<file path="src/rtl/fila_pkg.sv">
// ============================================================================
// Module      : fila_pkg
// Description : Shared types and sizing for the circular instruction queue.
// Revision    : 1.0 - initial release
// ============================================================================
`default_nettype none

package fila_pkg;

  localparam int LARGURA_INSTR     = 16;
  localparam int PROFUNDIDADE_FILA = 8;

  typedef logic [LARGURA_INSTR-1:0] instr_t;

  // Opcode field location inside an instruction word.
  localparam int OPC_MSB = 15;
  localparam int OPC_LSB = 12;

  function automatic logic [OPC_MSB-OPC_LSB:0] opcode_de(input instr_t instr);
    return instr[OPC_MSB:OPC_LSB];
  endfunction

endpackage

`default_nettype wire

</file>
<file path="src/rtl/ram_fila.sv">
// ============================================================================
// Module      : ram_fila
// Description : Queue storage, one synchronous write port, one async read port.
// Revision    : 1.0 - initial release
// ============================================================================
`default_nettype none

module ram_fila
  import fila_pkg::*;
#(
  parameter int LARGURA      = LARGURA_INSTR,
  parameter int PROFUNDIDADE = PROFUNDIDADE_FILA,
  parameter int ADDR_W       = $clog2(PROFUNDIDADE)
) (
  input  logic              clock,
  input  logic              grava,
  input  logic [ADDR_W-1:0] end_escrita,
  input  logic [LARGURA-1:0] dado_escrita,
  input  logic [ADDR_W-1:0] end_leitura,
  output logic [LARGURA-1:0] dado_leitura
);

  // Contents are intentionally not reset; validity is tracked by the pointers.
  logic [LARGURA-1:0] mem [PROFUNDIDADE];

  always_ff @(posedge clock) begin
    if (grava) begin
      mem[end_escrita] <= dado_escrita;
    end
  end

  assign dado_leitura = mem[end_leitura];

endmodule

`default_nettype wire

</file>
<file path="src/rtl/fila_instrucao_circular.sv">
// ============================================================================
// Module      : fila_instrucao_circular
// Description : Circular FWFT instruction queue between fetch and dispatch.
//               Optional macro FILA_BYPASS_EN adds an empty-queue bypass path.
// Revision    : 1.0 - initial release
// ============================================================================
`default_nettype none

module fila_instrucao_circular
  import fila_pkg::*;
#(
  parameter int LARGURA      = LARGURA_INSTR,
  parameter int PROFUNDIDADE = PROFUNDIDADE_FILA
) (
  input  logic                           clock,
  input  logic                           reset,
  input  logic                           escreve,
  input  logic [LARGURA-1:0]             instrucao_in,
  input  logic                           despacha,
  input  logic                           descarta,
  output logic [LARGURA-1:0]             instrucao,
  output logic                           valida,
  output logic                           cheia,
  output logic                           vazia,
  output logic [$clog2(PROFUNDIDADE):0]  ocupacao,
  output logic                           erro_overflow
);

  localparam int ADDR_W = $clog2(PROFUNDIDADE);
  localparam logic [ADDR_W:0] PTR_UM    = {{ADDR_W{1'b0}}, 1'b1};
  localparam logic [ADDR_W:0] OCUP_MAX  = (ADDR_W+1)'(PROFUNDIDADE);

  logic [ADDR_W:0]    wr_ptr;
  logic [ADDR_W:0]    rd_ptr;
  logic [ADDR_W:0]    ocup;
  logic               fila_vazia;
  logic               fila_cheia;
  logic               bypass;
  logic               pop_ok;
  logic               consome_direto;
  logic               avanca_wr;
  logic               avanca_rd;
  logic               overflow;
  logic [LARGURA-1:0] dado_cabeca;

  // Occupancy wraps modulo 2^(ADDR_W+1); the extra MSB separates full from empty.
  assign ocup       = wr_ptr - rd_ptr;
  assign fila_vazia = (ocup == '0);
  assign fila_cheia = (ocup == OCUP_MAX);

  always_comb begin
    bypass = 1'b0;
`ifdef FILA_BYPASS_EN
    bypass = fila_vazia && escreve && !descarta;
`endif
    valida         = !fila_vazia || bypass;
    pop_ok         = despacha && valida;
    // A bypassed word that is dispatched at once never touches storage.
    consome_direto = bypass && pop_ok;
    avanca_wr      = escreve && (!fila_cheia || pop_ok) && !descarta && !consome_direto;
    avanca_rd      = pop_ok && !descarta && !consome_direto;
    overflow       = escreve && fila_cheia && !pop_ok && !descarta;

    instrucao = '0;
    if (!fila_vazia) begin
      instrucao = dado_cabeca;
    end else if (bypass) begin
      instrucao = instrucao_in;
    end
  end

  always_ff @(posedge clock) begin
    if (reset) begin
      wr_ptr        <= '0;
      rd_ptr        <= '0;
      erro_overflow <= 1'b0;
    end else begin
      if (descarta) begin
        rd_ptr <= wr_ptr;
      end else begin
        if (avanca_wr) wr_ptr <= wr_ptr + PTR_UM;
        if (avanca_rd) rd_ptr <= rd_ptr + PTR_UM;
      end
      if (overflow) erro_overflow <= 1'b1;
    end
  end

  ram_fila #(
    .LARGURA      (LARGURA),
    .PROFUNDIDADE (PROFUNDIDADE),
    .ADDR_W       (ADDR_W)
  ) u_ram (
    .clock        (clock),
    .grava        (avanca_wr),
    .end_escrita  (wr_ptr[ADDR_W-1:0]),
    .dado_escrita (instrucao_in),
    .end_leitura  (rd_ptr[ADDR_W-1:0]),
    .dado_leitura (dado_cabeca)
  );

  assign cheia    = fila_cheia;
  assign vazia    = fila_vazia;
  assign ocupacao = ocup;

endmodule

`default_nettype wire

</file>
<file path="config.mk">
export PLATFORM = sky130hd
export DESIGN_NAME = fila_instrucao_circular
export DESIGN_NICKNAME = d
export VERILOG_FILES = /design/src/rtl/fila_pkg.sv /design/src/rtl/ram_fila.sv /design/src/rtl/fila_instrucao_circular.sv
export SDC_FILE = /design/constraint.sdc
export NUM_CORES = 1
export LEC_CHECK = 0
export ABC_CLOCK_PERIOD_IN_PS = 5300
export CORE_MARGIN = 3
export CORE_UTILIZATION = 47
export DETAILED_ROUTE_END_ITERATION = 7
export DONT_BUFFER_PORTS = 1
export GPL_ROUTABILITY_DRIVEN = 0
export PLACE_DENSITY = 0.65
export REMOVE_ABC_BUFFERS = 1
export SYNTH_ARGS = -nofsm -noshare
export SYNTH_HDL_FRONTEND = slang
export SYNTH_SLANG_ARGS = --single-unit
</file>
<file path="constraint.sdc">
create_clock -name clock -period 5.3 [get_ports clock]
set_input_delay 0.265 -clock clock [delete_from_list [all_inputs] [get_ports clock]]
set_output_delay 0.265 -clock clock [all_outputs]
set_load 0.05 [all_outputs]
</file>
==> results.ini, run 1 <==
[final_layout]
filler_cell_count=861
layout_cell_share_with_drive_strength_beyond_1_pct=25.1
nets=356
antenna_cells_inserted=0
utilization_pct=57.3
area.growth.synth_to_final_pct=18.1

[die]
initial_utilization_pct=48.5
die_height_um=115
chipWidth_um=115
core_area_mm2=0.0116
io_pins=45
placement_rows=39
floorplan_die_area_mm2=0.0133

[logic_synthesis]
seq_area_frac_synth_pct=72.8
yosysWarningCount=0
fraction_of_post_synthesis_cell_area_in_the_top_cell_type_by_area_pct=68.5
synth_cell_types=42
post_synth_instance_area_mm2=0.00561
synth.top_cells.by_area=edfxtp_1 (68%), mux4_2 (13%), dfxtp_1 (4.3%)
number_of_synthesized_flops_with_an_enable_pin=128
synth_flop_cell=edfxtp_1
synth-seq-cells=140
synth_cells=296
synth.avg_cell_area_um2=19.0
share_of_flip_flops_with_an_asynchronous_set_or_reset_pct=0
netlist.top_cell.by_area=edfxtp_1

[clock_network]
cts.sink_count=140
ctsRootBufferMaster=clkbuf_16
clk_path_buf_depth=2
clk_pin_slew_worst_paths_ns=0.06
ctsHtreeMaxLevel=4
insertion_delay_ns=0.41
cts_tree=yes
tritoncts.num_buffers=17

[route]
dr_wl_met3_um=331
met2_wirelength_mm=5.03
detailroute.via_count=2724
ant_nets=0
wl_per_cell_um=21.1
drc_marker_count_from_the_first_detailed_route_iteration=323
drt-pass1-iter-count=4
detail_route.drc_violations=0
route.detailed.vias_per_inst=5.62
met1_length_mm=4.73
drt_wl_total_mm=10.3
highest_routed_metal_layer=met4

[setup_path]
critical-path-max-stage-delay_ns=0.66
cp_num_buf_inv=2
worst-path-max-fanout=25
cp.arrival_ns=3.67
worst-r2r-cell-count=7
critical_path.startpoint_type=register
crit_path_end_kind=output pin
critical-path-top-delay-family=simple AND/OR/NAND/NOR gates
setup.reg_to_reg.worst_slack_ns=1.80
timing_worst_setup_path_type=register to output pin
required_ns=5.04
critical_path.cell_chain=inv_1 -> ha_1 -> inv_1 -> fa_1 -> or3_1 -> a21oi_4 -> nor2_1
crit_path_frequent_cell=inv_1
critical_path.reg2reg.startpoint=wr_ptr[0]$_SDFFE_PP0P_
timing.rr.end=u_ram.mem[2][15]$_DFFE_PP_
critical_path.slowest_cell=fa_1

[place]
hpwlAfterDp_mm=5.58
port_buffers=0
pre_cts_ws_ns=1.72

[sta]
finClkSkew_ns=0.00758
worst_slew_pin_slew_ns=0.982
totalNegativeSetupSlack_ns=0
min_period_over_period_pct=74.2
achievable-frequency_mhz=254
timing_hold_violations_final=0
timing.final.max_slew_violations=0
timing.final.setup_violations=0
rsz_0062_raised_after_global_routing=no
layout_setup_ws_ns=1.37
slew_headroom_pct=34.5
finalCriticalPeriod_ns=3.93

[outcome]
status=finished clean

[power]
total_leakage_power_uw=0.00215
totalPowerFinal_uw=2810
power-per-cell-area_mw_per_mm2=424
largest_voltage_drop_on_the_vdd_net_mv=0.290

[grt]
antenna_found_initial=0
grt_pass1_wl_mm=15.9
grt_pass1_vias=2748
overall_fraction_of_global_route_tracks_in_use_pct=16.8
grt_overflow_total=0
grt_start_max_net_pins=33

[run]
cap_viol_max_count=0

[worst_hold_path]
whs_endpoint=rd_ptr[3]$_SDFFE_PP0N_
hold_path.startpoint=despacha
min_path_type=input port to register
whs_path_depth=2

==> worst max path at each step <==
stage,from,cells after the start,slack (ns),end
3_3_place_gp,wr_ptr[0]$_SDFFE_PP0P_,7,1.82,instrucao[6]
3_5_place_dp,wr_ptr[0]$_SDFFE_PP0P_,7,1.72,instrucao[12]
5_1_grt,wr_ptr[0]$_SDFFE_PP0P_,7,1.11,instrucao[4]
4_1_cts,wr_ptr[0]$_SDFFE_PP0P_,7,1.26,instrucao[5]
6_report,wr_ptr[0]$_SDFFE_PP0P_,7,1.37,instrucao[8]
2_1_floorplan,wr_ptr[0]$_SDFFE_PP0P_,8,0.96,u_ram.mem[1][0]$_DFFE_PP_
==> cells in the final DEF (no fill, tap or decap), drive strengths merged, types with 5 or more instances in the layout <==
cell type	count
nor4	5
inv	11
nand3	5
buf	11
mux2i	17
clkbuf	19
edfxtp	128
clkinv	5
nor2	23
dfxtp	12
ha	5
dlygate4sd3	17
nand2	5
mux4	32
==> stage by stage <==
step           hold WS (ns)  instances  instance area, um2
2_1_floorplan         0.334        282                5550
3_3_place_gp          0.339        436                5850
3_5_place_dp          0.341        436                5850
4_1_cts             0.00874        485                6630
5_1_grt              0.0129        485                6630
6_report             0.0259        485                6630
==> cell families after synthesis <==
group,Yosys count,share of synthesized area [%]
AO/OA/AOI/OAI,17,2.36
XOR/XNOR,4,0.624
adder cells (fa/ha/maj),6,1.47
buffers and inverters,25,1.83
flip-flops,140,72.8
multiplexers,50,16.1
AND/OR/NAND/NOR,54,4.88
==> cell usage after synthesis, types with 2 or more instances <==
master and instances:
a21o_1 4, buf_2 4, clkbuf_1 9, dfxtp_1 12, edfxtp_1 128, ha_1 5
inv_1 10, mux2i_1 17, mux4_2 32, nand2_1 5, nand3_1 5, nor2_1 23
nor3_1 4, nor4_1 4, o21ai_0 2, o21ai_1 2, or3_1 3, xnor2_1 3
==> metal layers <==
layer  vias up  track usage [%]
li1       1265                -
met1      1391             23.1
met2        53             25.4
met3        15             5.16
met4         0             6.26
met5         -                0
==> where the power goes <==
group	leakage (uW)	switching (uW)	total, uW	internal, uW
sequential	0.00125	9.64	1230	1220
clock	0.000286	416	1200	781
combinational	0.000611	281	379	97.3
==> flip-flops by register name, indices dropped and copies added, names as in the netlist, named ones only <==
name,flops
erro_overflow,1
rd_ptr,4
u_ram.mem,128
wr_ptr,4
==> what timing repair did <==
action	4_1_cts	5_1_grt
hold buffers	17	0
gates resized for setup	0	0
hold endpoints to repair	138	0
setup buffers	0	0
==> cell type report <==
cell class              count  area (um2)  share of cell area (%)
flip-flops and latches    140        4090                    61.6
multi-input cells         131        1470                    22.1
clock buffers              19         433                    6.53
repair buffers             28         253                    3.81
well taps                 143         179                    2.70
clock inverters            13         174                    2.62
inverters                  11        41.3                   0.623
Power figures use the tool's default switching activity.
==> inputs of run 2 (changes only) <==
- ABC_AREA: unset -> 1
- ABC_CLOCK_PERIOD_IN_PS: 5300 -> 3150
- PLACE_DENSITY: 0.65 -> 0.67
- clock period: 5.3 -> 3.15 ns (I/O delays scaled with it)
==> run 2 against run 1 <==
Sequential power up 69%. Clock skew is essentially flat. Non-clock buffer count is 25 higher. Register-to-register slack worse by 1.7 ns. Cell area increased by 5.0%. First-iteration DRC count down 23%. Wire length rose by 19%. Largest cell class unchanged. Sequential cell count stayed put. Critical path depth grew 4. Combinational power increased by 150%. Power is 75% higher.
==> results.ini, run 2 <==
[route]
ant_nets=0
dr_wl_met3_um=593
drt-pass1-iter-count=5
wl_per_cell_um=17.7
route.detailed.vias_per_inst=5.28
met2_wirelength_mm=6.10
detail_route.drc_violations=0
drt_wl_total_mm=12.2
drc_marker_count_from_the_first_detailed_route_iteration=249
detailroute.via_count=3641
highest_routed_metal_layer=met4
met1_length_mm=5.31

[final_layout]
reg.largest.list=u_ram.mem (128), rd_ptr (4), wr_ptr (4)
layout_cell_share_with_drive_strength_beyond_1_pct=16.7
filler_cell_count=972
most-common-layout-cells=edfxtp_1 (128), nand2_1 (119), a21oi_1 (38), a32oi_1 (32), buf_4 (31)
layout_commonest_cell=edfxtp_1
antenna_cells_inserted=0
sequential_standard_cell_area_mm2=0.00409
nets=535
design_area_mm2=0.00696
multi_input_area_mm2=0.00155
utilization_pct=57.7
area.growth.synth_to_final_pct=19.6
largest-register=u_ram.mem
largest_register_ff_count=128

[sta]
finClkSkew_ns=0.00765
timing_hold_violations_final=0
rsz_0062_raised_after_global_routing=yes
slew_headroom_pct=26.1
worst_slew_pin_slew_ns=1.11
achievable-frequency_mhz=329
timing.final.max_slew_violations=0
finalCriticalPeriod_ns=3.04
timing.final.setup_violations=0
min_period_over_period_pct=96.6
totalNegativeSetupSlack_ns=0

[setup_path]
timing_worst_setup_path_type=register to register
critical_path.startpoint_type=register
crit_path_end_kind=register
worst-path-max-fanout=16
critical_path.reg2reg.startpoint=rd_ptr[0]$_SDFFE_PP0N_
cp-startpoint=rd_ptr[0]$_SDFFE_PP0N_
cp.arrival_ns=3.08
required_ns=3.19

[power]
psw_uw=1520
power_frac_comb_pct=19.2
power-per-cell-area_mw_per_mm2=705
cell_internal_pwr_uw=3390
largest_voltage_drop_on_the_vdd_net_mv=0.407
totalPowerFinal_uw=4910
power_frac_seq_pct=42.4
switching_share_pct=31.1
total_leakage_power_uw=0.00260
pwr-share-clk_pct=38.4

[clock_network]
tritoncts.num_buffers=17
cts.sink_count=140
ctsHtreeMaxLevel=4
cts_tree=yes
clk_path_buf_depth=2
ctsRootBufferMaster=clkbuf_16
insertion_delay_ns=0.42
clk_pin_slew_worst_paths_ns=0.07

[die]
initial_utilization_pct=48.3
core_area_mm2=0.0121
placement_rows=40
floorplan_die_area_mm2=0.0138
chipWidth_um=117
die_height_um=117
io_pins=45

[logic_synthesis]
synth.top_cells.by_area=edfxtp_1 (66%), nand2_1 (7.7%), a32oi_1 (4.8%)
synth_cells=458
synth.most_common_cell=edfxtp_1
yosysWarningCount=0
synth.avg_cell_area_um2=12.7
fraction_of_post_synthesis_cell_area_in_the_top_cell_type_by_area_pct=66.0
post_synth_instance_area_mm2=0.00582
seq_area_frac_synth_pct=70.2
number_of_synthesized_flops_with_an_enable_pin=128
synth_cell_types=29
synth-seq-cells=140
synth.cells.most_frequent=edfxtp_1 (128), nand2_1 (119), a21oi_1 (38)
share_of_flip_flops_with_an_asynchronous_set_or_reset_pct=0
netlist.top_cell.by_area=edfxtp_1
synth_flop_cell=edfxtp_1

[worst_hold_path]
min_path_type=input port to register
hold_path.startpoint=descarta

[place]
detailed_place.area_mm2=0.00618
hpwlAfterDp_mm=7.23
port_buffers=0

[grt]
grt_pass1_wl_mm=19.1
grt_pass1_vias=3630
overall_fraction_of_global_route_tracks_in_use_pct=19.0
grt_start_max_net_pins=65
grt_overflow_total=0
antenna_found_initial=0

[run]
cap_viol_max_count=0

[outcome]
status=finished clean

## run 2: changes by cell type after synthesis, sizes merged, moves of 4 or more
cell | before | now
a21o | 4 | 0
a21oi | 2 | 39
a32oi | 0 | 32
buf | 5 | 15
inv | 11 | 21
mux4 | 32 | 0
nand2 | 5 | 125
nand3 | 5 | 13
nor2 | 23 | 34
nor3 | 4 | 0
nor4 | 5 | 0
or3 | 4 | 0
## run 2: logic make-up (layout without fill, tap and decap cells)
logic type	count (synthesis)	after routing	share of synthesized area [%]
AO/OA/AOI/OAI	75	75	8.58
XOR/XNOR	4	4	0.602
adder cells (fa/ha/maj)	6	6	1.42
buffers and inverters	43	106	3.14
flip-flops	140	140	70.2
multiplexers	16	16	2.75
AND/OR/NAND/NOR	174	174	13.3
## run 2: final cells by class
| type | count | share of cell area, % |
|---|---|---|
| flip-flops and latches | 140 | 58.7 |
| repair buffers | 53 | 6.65 |
| multi-input cells | 275 | 22.3 |
| well taps | 168 | 3.02 |
| inverters | 21 | 1.20 |
| clock buffers | 17 | 6.11 |
| clock inverters | 15 | 1.99 |
## run 2: critical path: stages, from the launching register on
cell and delay [ns]:
dfxtp_1 0.40, ha_1 0.17, inv_1 0.06, fa_1 0.52, or2_4 0.16, nor2_8 0.05
nand3_4 0.09, buf_4 0.14, nand2_4 0.06, inv_4 0.09, nand2_4 0.07, nor2_2 0.84
## run 2: final timing paths
kind                                              endpoint  slack [ns]  cells after the start
worst max register to register  u_ram.mem[6][13]$_DFFE_PP_        0.11                     11
worst min-delay path                              register        0.02                      5
worst max-delay path            u_ram.mem[6][13]$_DFFE_PP_        0.11                     11
worst min register to register      wr_ptr[3]$_SDFFE_PP0P_        0.54                      2
## run 2: power by group through the flow
stage / logic [uW] / clock network (uW) / registers [uW]
2_1_floorplan: 631 / 0 / 2140
3_3_place_gp: 895 / 0 / 2120
3_5_place_dp: 907 / 0 / 2120
4_1_cts: 955 / 1910 / 2080
5_1_grt: 1010 / 1990 / 2080
6_report: 945 / 1880 / 2080
## run 2: repair_timing
action,4_1_cts,5_1_grt
setup buffers,0,0
setup endpoints to repair,2,64
hold buffers,21,0
pin swaps,0,0
hold endpoints to repair,140,0
resized for setup,1,0
## run 2: layer usage
metal  track usage, %  up-vias
met5                0        -
met1             24.1     1760
met2             31.1      103
li1                 -     1762
met4             7.34        0
met3             5.40       16
## run 2: stage by stage
stage | setup WS [ns] | cells | hold WS [ns]
2_1_floorplan | 0.0655 | 436 | 0.227
3_3_place_gp | 0.185 | 636 | 0.229
3_5_place_dp | 0.101 | 636 | 0.230
4_1_cts | 0.0835 | 689 | 0.00734
5_1_grt | -0.0825 | 689 | 0.0373
6_report | 0.107 | 689 | 0.0179
==> inputs of run 3 (changes only) <==
- SETUP_SLACK_MARGIN: unset -> 0.4
==> run 3 against run 2 <==
Worst setup slack better by 0.13 ns. Sequential share of layout area is 3.3 points lower. Clock power hardly changed. Sequential cell count stayed put. Cell count is 2.0% higher. Non-clock buffer count is 12 higher. Global-route usage is 0.98 points higher. Utilization is 3.5 points higher. Worst hold slack better by 0.0015 ns. Combinational power is 26% higher.
==> results.ini, run 3 (synthesized netlist as in run 2, its figures left out) <==
[die]
placement_rows=40
io_pins=45
core_area_mm2=0.0121
initial_utilization_pct=48.3
floorplan_die_area_mm2=0.0138
chipWidth_um=117
die_height_um=117

[route]
detailroute.via_count=3785
wl_per_cell_um=18.8
ant_nets=0
route.detailed.vias_per_inst=5.38
drc_marker_count_from_the_first_detailed_route_iteration=261
detail_route.drc_violations=0
drt_wl_total_mm=13.2
drt-pass1-iter-count=5

[clock_network]
clk_path_buf_depth=2
ctsHtreeMaxLevel=4
clk_pin_slew_worst_paths_ns=0.07
cts_tree=yes
insertion_delay_ns=0.43
ctsRootBufferMaster=clkbuf_16
tritoncts.num_buffers=17
cts.sink_count=140

[setup_path]
crit_path_frequent_cell=inv_2
setup.reg_to_reg.worst_slack_ns=0.56
cp_num_buf_inv=5
timing_worst_setup_path_type=register to output pin
critical_path.slowest_cell=fa_1
worst-path-max-fanout=8
critical-path-max-stage-delay_ns=0.44
crit_path_end_kind=output pin
critical_path.startpoint_type=register
cp.arrival_ns=2.75
critical-path-top-delay-family=simple AND/OR/NAND/NOR gates
required_ns=2.99
critical_path.cell_chain=inv_2 -> ha_4 -> inv_2 -> fa_1 -> or2_4 -> nor2_8 -> buf_6 -> nand3_4 -> clkinv_8 -> nor2_4 -> buf_8

[sta]
timing_hold_violations_final=0
worst_slew_pin_slew_ns=0.889
timing.final.setup_violations=0
min_period_over_period_pct=92.3
timing.final.max_slew_violations=0
finalCriticalPeriod_ns=2.91
slew_headroom_pct=40.7
rsz_0062_raised_after_global_routing=yes
achievable-frequency_mhz=344
totalNegativeSetupSlack_ns=0
finClkSkew_ns=0.00954

[final_layout]
layout_commonest_cell=edfxtp_1
nets=549
layout_cell_share_with_drive_strength_beyond_1_pct=23.6
area.growth.synth_to_final_pct=26.9
antenna_cells_inserted=0
largest-register=u_ram.mem
utilization_pct=61.2
reg.largest.list=u_ram.mem (128), rd_ptr (4), wr_ptr (4)
post_route_insts_no_fill=703
largest_register_ff_count=128
most-common-layout-cells=edfxtp_1 (128), nand2_1 (119), a21oi_1 (38), a32oi_1 (32)

[outcome]
status=finished clean

[place]
placed_cells_incl_taps=636
hpwlAfterDp_mm=7.23
port_buffers=0

[grt]
overall_fraction_of_global_route_tracks_in_use_pct=20.0
grt_pass1_wl_mm=19.9
grt_pass1_vias=3743
antenna_found_initial=0
grt_overflow_total=0
grt_start_max_net_pins=65

[power]
power-per-cell-area_mw_per_mm2=700
largest_voltage_drop_on_the_vdd_net_mv=0.413
totalPowerFinal_uw=5170
total_leakage_power_uw=0.00273

[run]
cap_viol_max_count=0

[worst_hold_path]
min_path_type=input port to register

==> run 3: changes by cell type in the layout (fill, tap and decap cells not counted), moves of 2 or more <==
cell and delta:
dfxtp_1 -2, clkinv_8 +2, buf_6 +14, inv_2 +2
buf_12 +4, nor2_4 +20, buf_8 +4, inv_1 -2
buf_4 -10, dfxtp_2 +2, nor2_1 -20
==> run 3: per-layer routing <==
layer / vias to the layer above / part of all wire, % / track usage [%]
met5: - / 0 / 0
met4: 0 / 2.1 / 8.10
met3: 17 / 5.5 / 5.96
met2: 125 / 50 / 32.8
met1: 1851 / 42 / 24.8
li1: 1792 / - / -
==> run 3: area by class of cell <==
| cell class | count | area (um2) |
|---|---|---|
| clock buffers | 17 | 425 |
| repair inverters | 2 | 27.5 |
| well taps | 168 | 210 |
| inverters | 21 | 93.8 |
| multi-input cells | 275 | 1720 |
| fillers | 904 | 4670 |
| repair buffers | 65 | 686 |
| flip-flops and latches | 140 | 4090 |
| clock inverters | 15 | 139 |
==> run 3: path summary, 6_finish.rpt <==
| path | endpoint | start | depth (start not counted) |
|---|---|---|---|
| hold reg to reg | rd_ptr[3]$_SDFFE_PP0N_ | rd_ptr[3]$_SDFFE_PP0N_ | 2 |
| setup reg to reg | u_ram.mem[5][1]$_DFFE_PP_ | wr_ptr[0]$_SDFFE_PP0P_ | 12 |
| setup / recovery | instrucao[3] | wr_ptr[0]$_SDFFE_PP0P_ | 11 |
| hold / removal | rd_ptr[3]$_SDFFE_PP0N_ | descarta | 3 |
==> run 3: worst min-delay path: stages <==
cell	delay, ns
inv_1	0.08
nand3_1	0.10
a21oi_1	0.06
==> run 3: report_power, final <==
part	internal, uW	switching [uW]
clock	1050	850
combinational	401	792
sequential	2060	18.3
total	3510	1660
==> run 3: stage by stage <==
stage               worst slack (ns)  hold WS, ns  area [um2]
floorplan                     0.0655        0.227        5720
global placement               0.185        0.229        6180
detailed placement             0.101        0.230        6180
CTS                            0.123      0.00717        7220
global route                   0.145       0.0453        7390
finish                         0.242       0.0194        7390
==> run 3: timing repair <==
item	4_1_cts	5_1_grt
pin swaps	18	7
gates resized for setup	65	12
cloned	2	0
hold endpoints to repair	140	0
setup buffers	3	9
hold buffers	21	0
setup endpoints to repair	106	89
